**src/rtl/fft_pkg.sv**
```systemverilog
// Shared FFT types and sizes: frame geometry, collector states and the complex-bin record.
package fft_pkg;

    localparam int N_PTS = 32;
    localparam int RES_W = 17;
    localparam int IDX_W = 5;

    typedef enum logic [1:0] {
        IDLE,
        COLLECT,
        DRAIN,
        DROP
    } fft_state_e;

    typedef struct packed {
        logic [RES_W-1:0] re;
        logic [RES_W-1:0] im;
    } fft_bin_t;

endpackage

```
**src/rtl/fft_result_collector_if.sv**
```systemverilog
// Valid/ready bin stream leaving the FFT result collector.
interface fft_result_collector_if
    import fft_pkg::*;
#(
    parameter int W  = RES_W,
    parameter int IW = IDX_W
);

    logic          out_valid;
    logic          out_ready;
    logic [W-1:0]  out_re;
    logic [W-1:0]  out_im;
    logic [IW-1:0] out_idx;
    logic          out_last;

    modport master (
        output out_valid, out_re, out_im, out_idx, out_last,
        input  out_ready
    );

    modport slave (
        input  out_valid, out_re, out_im, out_idx, out_last,
        output out_ready
    );

endinterface

```
**src/rtl/fft_bin_buf.sv**
```systemverilog
// Frame store: separate real and imaginary arrays sharing one write address,
// each with a combinational read port.
module fft_bin_buf
    import fft_pkg::*;
#(
    parameter int N  = N_PTS,
    parameter int W  = RES_W,
    parameter int IW = IDX_W
) (
    input  logic          clk,
    input  logic          re_we,
    input  logic          im_we,
    input  logic [IW-1:0] waddr,
    input  logic [W-1:0]  wdata,
    input  logic [IW-1:0] raddr,
    output logic [W-1:0]  re_rdata,
    output logic [W-1:0]  im_rdata
);

    logic [W-1:0] re_mem [N];
    logic [W-1:0] im_mem [N];

    // NOTE: the arrays have no reset; every location is written before it is read, so they can map onto RAM.
    always_ff @(posedge clk) begin
        if (re_we) re_mem[waddr] <= wdata;
        if (im_we) im_mem[waddr] <= wdata;
    end

    assign re_rdata = re_mem[raddr];
    assign im_rdata = im_mem[raddr];

endmodule

```
**src/rtl/fft_result_collector.sv**
```systemverilog
// Buffers the serial FFT result stream (32 real then 32 imaginary words per frame)
// and replays it as complex bins in order on a valid/ready interface.
module fft_result_collector
    import fft_pkg::*;
#(
    parameter int N  = N_PTS,
    parameter int W  = RES_W,
    parameter int IW = IDX_W
) (
    input  logic                   clk,
    input  logic                   rst,
    input  logic                   finish_i,
    input  logic [W-1:0]           answer_i,
    fft_result_collector_if.master bus,
    output logic                   frame_done,
    output logic                   overflow,
    input  logic                   ovf_clr
);

    localparam int CW = IW + 1;

    fft_state_e    state, state_nxt;
    logic [CW-1:0] wcnt;
    logic [CW-1:0] rcnt;
    logic          held;

    logic          out_valid_q;
    logic          out_last_q;
    logic [W-1:0]  out_re_q;
    logic [W-1:0]  out_im_q;
    logic [IW-1:0] out_idx_q;

    logic [W-1:0]  re_rdata;
    logic [W-1:0]  im_rdata;
    logic          word_last, fire_last, drop_start, wr_en, avail, load;

    assign word_last  = finish_i && (wcnt == CW'(2 * N - 1));
    assign fire_last  = out_valid_q && bus.out_ready && out_last_q;
    assign drop_start = finish_i && (wcnt == '0) && held && !fire_last;
    assign wr_en      = finish_i && !drop_start && (state != DROP);

    // rcnt counts bins loaded into the output register; a frame still arriving
    // only exposes bins whose imaginary word has already been stored.
    assign avail = held ? !rcnt[IW]
                        : (state == COLLECT) && wcnt[IW] && ({1'b0, wcnt[IW-1:0]} > rcnt);
    assign load  = (!out_valid_q || bus.out_ready) && avail;

    fft_bin_buf #(.N(N), .W(W), .IW(IW)) u_buf (
        .clk      (clk),
        .re_we    (wr_en && !wcnt[IW]),
        .im_we    (wr_en && wcnt[IW]),
        .waddr    (wcnt[IW-1:0]),
        .wdata    (answer_i),
        .raddr    (rcnt[IW-1:0]),
        .re_rdata (re_rdata),
        .im_rdata (im_rdata)
    );

    always_comb begin
        // NOTE: default first so every path assigns state_nxt and no latch is inferred.
        state_nxt = state;
        unique case (state)
            IDLE:    if (finish_i) state_nxt = COLLECT;
            // Bin N-1 cannot leave before its own word, so a completed frame always has bins pending.
            COLLECT: if (word_last) state_nxt = DRAIN;
            DRAIN: begin
                if (fire_last)     state_nxt = finish_i ? COLLECT : IDLE;
                else if (finish_i) state_nxt = DROP;
            end
            DROP:    if (word_last) state_nxt = (held && !fire_last) ? DRAIN : IDLE;
            default: state_nxt = IDLE;
        endcase
    end

    // NOTE: all state updates use <= so every flop samples pre-edge values.
    always_ff @(posedge clk or posedge rst) begin
        if (rst) begin
            state       <= IDLE;
            wcnt        <= '0;
            rcnt        <= '0;
            held        <= 1'b0;
            out_valid_q <= 1'b0;
            out_last_q  <= 1'b0;
            out_re_q    <= '0;
            out_im_q    <= '0;
            out_idx_q   <= '0;
            frame_done  <= 1'b0;
            overflow    <= 1'b0;
        end else begin
            state      <= state_nxt;
            frame_done <= fire_last;

            if (finish_i) wcnt <= wcnt + CW'(1);

            if (fire_last)                         held <= 1'b0;
            else if (state == COLLECT && word_last) held <= 1'b1;

            if (fire_last) rcnt <= '0;
            else if (load) rcnt <= rcnt + CW'(1);

            if (load) begin
                out_valid_q <= 1'b1;
                out_re_q    <= re_rdata;
                out_im_q    <= im_rdata;
                out_idx_q   <= rcnt[IW-1:0];
                out_last_q  <= (rcnt[IW-1:0] == IW'(N - 1));
            end else if (bus.out_ready) begin
                out_valid_q <= 1'b0;
            end

            if (drop_start)   overflow <= 1'b1;
            else if (ovf_clr) overflow <= 1'b0;
        end
    end

    assign bus.out_valid = out_valid_q;
    assign bus.out_re    = out_re_q;
    assign bus.out_im    = out_im_q;
    assign bus.out_idx   = out_idx_q;
    assign bus.out_last  = out_last_q;

endmodule

```
**src/flat_wrapper.sv**
```systemverilog
// flat-port wrapper written by rule: the top's interface ports become plain ports
module fft_result_collector_flat import fft_pkg::*;
#(
    parameter int N  = N_PTS,
    parameter int W  = RES_W,
    parameter int IW = IDX_W
)
  (clk, rst, finish_i, answer_i, frame_done, overflow, ovf_clr, bus_out_valid, bus_out_re, bus_out_im, bus_out_idx, bus_out_last, bus_out_ready);
  fft_result_collector_if #(.W(W), .IW(IW)) bus_i ();
  input  logic clk;
  input  logic rst;
  input  logic finish_i;
  input  logic [W-1:0] answer_i;
  output logic frame_done;
  output logic overflow;
  input  logic ovf_clr;
  output wire logic [$bits(bus_i.out_valid)-1:0] bus_out_valid;
  output wire logic [$bits(bus_i.out_re)-1:0] bus_out_re;
  output wire logic [$bits(bus_i.out_im)-1:0] bus_out_im;
  output wire logic [$bits(bus_i.out_idx)-1:0] bus_out_idx;
  output wire logic [$bits(bus_i.out_last)-1:0] bus_out_last;
  input wire logic [$bits(bus_i.out_ready)-1:0] bus_out_ready;
  assign bus_out_valid = bus_i.out_valid;
  assign bus_out_re = bus_i.out_re;
  assign bus_out_im = bus_i.out_im;
  assign bus_out_idx = bus_i.out_idx;
  assign bus_out_last = bus_i.out_last;
  assign bus_i.out_ready = bus_out_ready;
  fft_result_collector #(.N(N), .W(W), .IW(IW)) u_core (.clk(clk), .rst(rst), .finish_i(finish_i), .answer_i(answer_i), .bus(bus_i), .frame_done(frame_done), .overflow(overflow), .ovf_clr(ovf_clr));
endmodule
```
**config.mk**
```make
export PLATFORM = sky130hd
export DESIGN_NAME = fft_result_collector_flat
export DESIGN_NICKNAME = d
export VERILOG_FILES = /design/src/rtl/fft_pkg.sv /design/src/rtl/fft_result_collector_if.sv /design/src/rtl/fft_bin_buf.sv /design/src/rtl/fft_result_collector.sv /design/src/flat_wrapper.sv
export SDC_FILE = /design/constraint.sdc
export NUM_CORES = 1
export LEC_CHECK = 0
export CAP_MARGIN = 20
export CORE_MARGIN = 2
export CORE_UTILIZATION = 50
export CTS_BUF_LIST = sky130_fd_sc_hd__clkbuf_2
export DETAILED_ROUTE_END_ITERATION = 10
export PLACE_DENSITY = 0.74
export SETUP_SLACK_MARGIN = 0.5
export SYNTH_ARGS = -nofsm -noshare
export SYNTH_HDL_FRONTEND = slang
export SYNTH_SLANG_ARGS = --single-unit
```
**constraint.sdc**
```tcl
create_clock -name clk -period 4.56 [get_ports clk]
set_input_delay 0.912 -clock clk [delete_from_list [all_inputs] [get_ports clk]]
set_output_delay 0.912 -clock clk [all_outputs]
set_load 0.1 [all_outputs]
```
==> load_flow_metrics.sql, run 1 <==
INSERT INTO impl_metrics (metric_group, metric, value, unit) VALUES
('timing', 'totalNegativeSetupSlack', '0', 'ns'),
('routing', 'post_drt_wl_per_cell', '27.5', 'um'),
('power', 'power_frac_comb', '5.5', '%'),
('clock_network', 'number_of_sinks_driven_by_the_clock_tree', '1146', ''),
('critical_path', 'worstPathCellList', 'clkdlybuf4s50_1', ''),
('floorplan', 'placementRows', '109', ''),
('timing', 'grt_setup_unrepaired', 'false', ''),
('timing', 'worst_clock_skew', '0.161', 'ns'),
('power', 'power.share.switching', '24.6', '%'),
('critical_path', 'crit_type', 'reg -> out', ''),
('critical_path', 'cp_slowest_stage_delay', '1.16', 'ns'),
('place', 'dp_worst_setup_slack', '0.762', 'ns'),
('power', 'static-leakage-power', '0.0164', 'uW'),
('place', 'portBuffers', '64', ''),
('critical_path', 'worstPathMaxFanout', '3', ''),
('power', 'power.density', '400', 'mW/mm2'),
('timing', 'tightest_slew', '1.15', 'ns'),
('cells_and_area', 'synthToLayoutAreaGrowth', '10.9', '%'),
('logic_synthesis', 'synth_nets', '2207', ''),
('floorplan', 'core_region_area', '0.0882', 'mm2'),
('routing', 'initialDrtViolationCount', '3029', ''),
('logic_synthesis', 'ys_async_sr_fraction', '5.06', '%'),
('timing', 'clock.fmax', '0.261', 'GHz'),
('logic_synthesis', 'synthDistinctLibCells', '55', ''),
('clock_network', 'cts_tree', 'yes', ''),
('place', 'place_area', '0.0466', 'mm2'),
('power', 'seq_power_share', '61.2', '%'),
('power', 'ir_worst_vdd', '0.273', 'mV'),
('logic_synthesis', 'netlist.area_leader.share', '73.5', '%'),
('global_route', 'grt_overflow', '0', ''),
('global_route', 'via_count_of_the_first_global_routing_pass', '24114', ''),
('logic_synthesis', 'synth_cells', '2174', ''),
('power', 'power_switching', '4850', 'uW'),
('floorplan', 'die_height', '302', 'um'),
('place', 'detailed_place_hpwl', '64000', 'um'),
('worst_hold_path', 'hold_path.class', 'in -> reg', ''),
('routing', 'route.vias.total', '23690', ''),
('clock_network', 'h-tree-depth', '5', ''),
('logic_synthesis', 'number_of_enable_type_register_cells_in_the_synthesized_netlist', '1088', ''),
('global_route', 'global_route.usage.total', '23.8', '%'),
('power', 'p_int', '14900', 'uW'),
('logic_synthesis', 'yosysWarnings', '0', ''),
('cells_and_area', 'layout_commonest_cell', 'sky130_fd_sc_hd__edfxtp_1', ''),
('run_status', 'outcome', 'completed', ''),
('critical_path', 'worst_path_cell_with_the_longest_stage_delay', 'sky130_fd_sc_hd__clkdlybuf4s50_1', ''),
('critical_path', 'critical-path-top-delay-family', 'buffers and inverters', ''),
('routing', 'route.final.wire_length', '107000', 'um'),
('timing', 'setup_viol', '0', ''),
('cells_and_area', 'fraction_of_final_layout_cells_with_drive_strength_greater_than_1', '31.8', '%'),
('logic_synthesis', 'yosys_register_bits', '1146', ''),
('floorplan', 'die_w', '302', 'um'),
('critical_path', 'cp_data_required_time', '3.65', 'ns'),
('critical_path', 'critical_path_buffers_and_inverters', '1', ''),
('cells_and_area', 'number_of_filler_cells_placed_in_the_layout', '6655', ''),
('critical_path', 'worst_ep_arrival_time', '2.92', 'ns'),
('floorplan', 'die_area', '0.0913', 'mm2'),
('global_route', 'number_of_antenna_violations_at_the_first_check_in_global_routing', '2', ''),
('routing', 'average_vias_per_placed_instance', '6.10', ''),
('critical_path', 'startpoint_type', 'flop', ''),
('timing', 'postLayoutSetupSlackWorst', '0.728', 'ns'),
('timing', 'layout_worst_path_cycle_share', '84.0', '%'),
('cells_and_area', 'design_area', '0.0493', 'mm2'),
('timing', 'maxSlewViolCount', '0', ''),
('logic_synthesis', 'mappedNetlistArea', '0.0444', 'mm2'),
('cells_and_area', 'layout.cells.non_filler', '3885', ''),
('logic_synthesis', 'post_synthesis_mean_instance_area', '20.4', 'um2'),
('place', 'finalWeightedCongestion', '0.886', ''),
('timing', 'max-slew-margin-rel', '23.5', '%'),
('logic_synthesis', 'synth_largest_area_cell', 'sky130_fd_sc_hd__edfxtp_1', ''),
('clock_network', 'cts_root_buf', 'sky130_fd_sc_hd__clkbuf_2', ''),
('routing', 'dr.pass1.iters', '6', '');
## cell type report
class                           count  area, um2  area share, %
Sequential cell                  1146      34100           69.2
Clock buffer                      404       2020           4.10
Tap cell                         1165       1460           2.96
Antenna cell                        5       12.5         0.0254
Inverter                           15       56.3          0.114
Timing Repair Buffer              192       1650           3.35
Clock inverter                     69        427          0.865
Multi-Input combinational cell    889       9540           19.4
## power by group through the flow
| stage | clock (uW) | combinational, uW | sequential (uW) |
|---|---|---|---|
| floorplan | 0 | 517 | 12200 |
| global placement | 0 | 1020 | 12300 |
| detailed placement | 0 | 1060 | 12300 |
| CTS | 6720 | 1070 | 12100 |
| global route | 7220 | 1150 | 12100 |
| finish | 6570 | 1090 | 12100 |
## worst paths after layout
kind / depth (start not counted) / endpoint / slack [ns] / start
max: 1 / bus_out_last / 0.73 / u_core.bus.out_last
min: 1 / u_core.u_buf.re_mem[2][15] / 0.26 / answer_i[15]
max reg2reg: 7 / u_core.bus.out_last / 1.08 / u_core.rcnt[4]
min reg2reg: 2 / u_core.bus.out_idx[1] / 0.54 / u_core.bus.out_idx[1]
max in group asynchronous: 4 / u_core.bus.out_re[9] / 3.01 / rst
min in group asynchronous: 3 / u_core.bus.out_im[7] / 0.51 / rst
## cells in the mapped netlist, drive strengths merged, types with 11 or more instances
master,n
o22ai,56
clkbuf,34
a221oi,12
o221ai,19
mux2,43
edfxtp,1088
inv,13
buf,90
a22oi,18
ha,11
nor2,189
mux2i,102
mux4,230
nand2,43
o21ai,79
dfrtp,58
## sequential cells by signal, indices dropped and copies added (netlist names)
| name | flops |
|---|---|
| u_core.bus.out_idx | 5 |
| u_core.bus.out_im | 17 |
| u_core.bus.out_last | 1 |
| u_core.bus.out_re | 17 |
| u_core.bus.out_valid | 1 |
| u_core.frame_done | 1 |
| u_core.held | 1 |
| u_core.overflow | 1 |
| u_core.rcnt | 6 |
| u_core.state | 2 |
| u_core.u_buf.im_mem | 544 |
| u_core.u_buf.re_mem | 544 |
| u_core.wcnt | 6 |
## metrics by stage
stage	total power [uW]	hold slack, ns
after floorplan	12700	0.481
after global placement	13300	0.503
after detailed placement	13400	0.503
after CTS	19800	0.00468
after global routing	20500	0.161
final	19700	0.262
## timing repair
| item | in CTS | in global routing |
|---|---|---|
| setup endpoints to repair | 18 | 0 |
| hold buffers | 11 | 4 |
| hold endpoints to repair | 217 | 43 |
| gates resized for setup | 18 | 0 |
| setup buffers | 0 | 0 |
## layer usage
metal	GRT usage [%]	wire, um
met3	5.96	11000
met4	9.68	2940
met1	33.7	42600
met2	35.7	50300
met5	0	0
## logic make-up after synthesis
group	synth area share [%]
AOI/OAI and AO/OA	3.30
DFF	76.8
xor gates and xnor gates	0.0985
buffers and inverters	1.88
and+or+nand+nor	2.59
adders and majority gates	0.310
muxes	15.0
Note: power is estimated with default switching activity, not from simulation.
==> inputs of run 2 (changes only) <==
- PLACE_DENSITY: 0.74 -> 0.76
- clock period: 4.56 -> 3.3 ns (I/O delays scaled with it)
==> run 2 against run 1 <==
Effect of this change:
- sequential power up 38%
- critical path type unchanged
- non-clock buffer count up 48
- highest routed layer unchanged
- clock skew down 0.058 ns
- wire length up 2.1%
- largest cell class unchanged
- clock-buffer cell count up 2
- sequential share of layout area down 1.7 points
- global-route usage up 0.47 points
==> load_flow_metrics.sql, run 2 (synthesis results as in run 1) <==
INSERT INTO impl_metrics (metric_group, metric, value, unit) VALUES
('timing', 'totalNegativeSetupSlack', '0', 'ns'),
('routing', 'detail_route.drc_violations', '0', ''),
('floorplan', 'io_pins', '65', ''),
('critical_path', 'cp_data_required_time', '2.64', 'ns'),
('critical_path', 'startpoint_type', 'flop', ''),
('timing', 'finalHoldViolations', '0', ''),
('global_route', 'via_count_of_the_first_global_routing_pass', '24174', ''),
('routing', 'route.final.wire_length', '109000', 'um'),
('timing', 'layout_worst_path_cycle_share', '86.2', '%'),
('timing', 'grt_setup_unrepaired', 'true', ''),
('critical_path', 'critical-path-top-delay-family', 'flip-flops', ''),
('place', 'place_area', '0.0474', 'mm2'),
('critical_path', 'worst_path_cell_with_the_longest_stage_delay', 'sky130_fd_sc_hd__dfrtp_2', ''),
('clock_network', 'clkTransAtPathRegs', '0.09', 'ns'),
('place', 'finalWeightedCongestion', '0.953', ''),
('timing', 'max-slew-margin-rel', '34.8', '%'),
('global_route', 'grt_overflow', '0', ''),
('timing', 'maxSlewViolCount', '0', ''),
('cells_and_area', 'layout_top_registers', 'u_core.u_buf.im_mem x544, u_core.u_buf.re_mem x544', ''),
('timing', 'fin_crit_period', '2.85', 'ns'),
('cells_and_area', 'layout_commonest_cell', 'sky130_fd_sc_hd__edfxtp_1', ''),
('floorplan', 'die_area', '0.0913', 'mm2'),
('critical_path', 'critical_path_buffers_and_inverters', '1', ''),
('place', 'portBuffers', '64', ''),
('clock_network', 'number_of_sinks_driven_by_the_clock_tree', '1146', ''),
('run_status', 'outcome', 'completed', ''),
('routing', 'route.vias.total', '23945', ''),
('clock_network', 'cts_inserted_buffers', '288', ''),
('timing', 'worst_clock_skew', '0.103', 'ns'),
('power', 'design_power_total', '27200', 'uW'),
('floorplan', 'placementRows', '109', ''),
('clock_network', 'clock_tree_buf_depth', '4', ''),
('place', 'placedCellCount', '3424', ''),
('critical_path', 'worstPathMaxFanout', '2', ''),
('global_route', 'global_route.usage.total', '24.2', '%'),
('floorplan', 'floorplan.initialDensity', '50.4', '%'),
('global_route', 'first_pass_grt_wire_length', '158000', 'um'),
('run', 'cap_viol_max_count', '0', ''),
('clock_network', 'h-tree-depth', '5', ''),
('timing', 'postLayoutSetupSlackWorst', '0.455', 'ns'),
('cells_and_area', 'final_nets', '2613', ''),
('critical_path', 'critical_path.endpoint_type', 'primary output', ''),
('cells_and_area', 'fraction_of_final_layout_cells_with_drive_strength_greater_than_1', '35.5', '%'),
('worst_hold_path', 'hold_path.class', 'in -> reg', ''),
('critical_path', 'worst_ep_arrival_time', '2.19', 'ns'),
('timing', 'setup_viol', '0', ''),
('place', 'dp_worst_setup_slack', '0.350', 'ns'),
('cells_and_area', 'design_area', '0.0506', 'mm2'),
('routing', 'post_drt_wl_per_cell', '27.8', 'um'),
('timing', 'clock.fmax', '0.351', 'GHz'),
('floorplan', 'die_height', '302', 'um'),
('critical_path', 'cp_slowest_stage_delay', '0.50', 'ns'),
('floorplan', 'core_region_area', '0.0882', 'mm2'),
('clock_network', 'worst_skew_pair.late_latency', '1.48', 'ns'),
('floorplan', 'die_w', '302', 'um'),
('power', 'static-leakage-power', '0.0168', 'uW'),
('critical_path', 'crit_type', 'reg -> out', ''),
('cells_and_area', 'layout.cells.non_filler', '3927', ''),
('clock_network', 'cts_root_buf', 'sky130_fd_sc_hd__clkbuf_2', ''),
('routing', 'dr.pass1.iters', '6', ''),
('cells_and_area', 'synthToLayoutAreaGrowth', '13.8', '%'),
('power', 'power.density', '537', 'mW/mm2'),
('routing', 'ant_nets', '0', ''),
('routing', 'initialDrtViolationCount', '3511', ''),
('clock_network', 'cts_tree', 'yes', ''),
('global_route', 'number_of_antenna_violations_at_the_first_check_in_global_routing', '2', ''),
('power', 'ir_worst_vdd', '0.442', 'mV'),
('routing', 'average_vias_per_placed_instance', '6.10', ''),
('critical_path', 'worstPathCellList', 'buf_12', ''),
('global_route', 'grt_start_max_net_pins', '75', ''),
('cells_and_area', 'number_of_filler_cells_placed_in_the_layout', '6370', ''),
('place', 'detailed_place_hpwl', '64700', 'um'),
('cells_and_area', 'layout.cells.most_common_list', 'sky130_fd_sc_hd__edfxtp_1 (1,088), sky130_fd_sc_hd__clkbuf_2 (406), sky130_fd_sc_hd__mux4_2 (230)', ''),
('timing', 'tightest_slew', '0.978', 'ns');
## run 2: changes by cell type in the layout (fill, tap and decap cells not counted), moves of 5 or more
cell                              previous run  this run
sky130_fd_sc_hd__dlygate4sd3_1              15        21
sky130_fd_sc_hd__dlygate4sd2_1              18         0
sky130_fd_sc_hd__dfrtp_1                    55        35
sky130_fd_sc_hd__clkdlybuf4s50_1            29         4
sky130_fd_sc_hd__dfrtp_2                     0        20
sky130_fd_sc_hd__buf_12                      9        89
sky130_fd_sc_hd__nor2_2                     17        31
sky130_fd_sc_hd__nor2_1                    172       158
sky130_fd_sc_hd__clkinv_2                    8         3
sky130_fd_sc_hd__buf_4                     108       117
## run 2: power breakdown
group | switching, uW | leakage (uW) | internal [uW]
sequential | 217 | 0.0105 | 16500
combinational | 1190 | 0.00440 | 481
clock | 5320 | 0.00185 | 3490
## run 2: stage by stage
step	hold WS (ns)	util, %
floorplan	0.481	-
global placement	0.503	53.7
detailed placement	0.524	53.7
CTS	0.0659	57.2
global route	0.123	57.3
finish	0.196	57.3
## run 2: path summary, 6_finish.rpt
check / start / to / slack, ns / cells past startpoint
min reg2reg: u_core.wcnt[0] / u_core.wcnt[0] / 0.57 / 1
max reg2reg: u_core.rcnt[0] / u_core.bus.out_re[3] / 0.57 / 7
max in group asynchronous: rst / u_core.bus.out_last / 2.37 / 4
max: u_core.bus.out_im[16] / bus_out_im[16] / 0.45 / 1
min in group asynchronous: rst / u_core.bus.out_re[15] / 0.23 / 3
min: answer_i[4] / u_core.u_buf.re_mem[0][4] / 0.20 / 2
## run 2: repair_timing
action | 4_1_cts | 5_1_grt
hold buffers | 21 | 0
gates resized for setup | 139 | 14
endpoints found under the setup margin | 45 | 55
endpoints found under the hold margin | 1062 | 0
buffers inserted | 5 | 5
## run 2: per-layer routing
layer / vias up / GRT usage [%] / routed length (um)
met3: 197 / 4.97 / 11300
met2: 1575 / 38.1 / 53200
met4: 0 / 9.11 / 2890
met1: 12276 / 34.0 / 41700
li1: 9897 / - / -
met5: - / 0 / 0
## run 2: worst register-to-register path, delay by kind of cell, from the launching register on
| family | cells | cell delay [ns] |
|---|---|---|
| flops | 1 | 0.75 |
| mux | 1 | 0.51 |
| compound gates | 2 | 0.48 |
| buf+inv | 2 | 0.46 |
| simple gates | 2 | 0.40 |
## run 2: layout make-up
type	instances	area, um2	share of cell area [%]
Antenna cell	4	10.0	0.0198
Clock buffer	406	2030	4.02
Clock inverter	62	315	0.623
Inverter	15	58.8	0.116
Multi-Input combinational cell	889	9600	19.0
Sequential cell	1146	34200	67.5
Tap cell	1165	1460	2.88
Timing Repair Buffer	240	2960	5.84
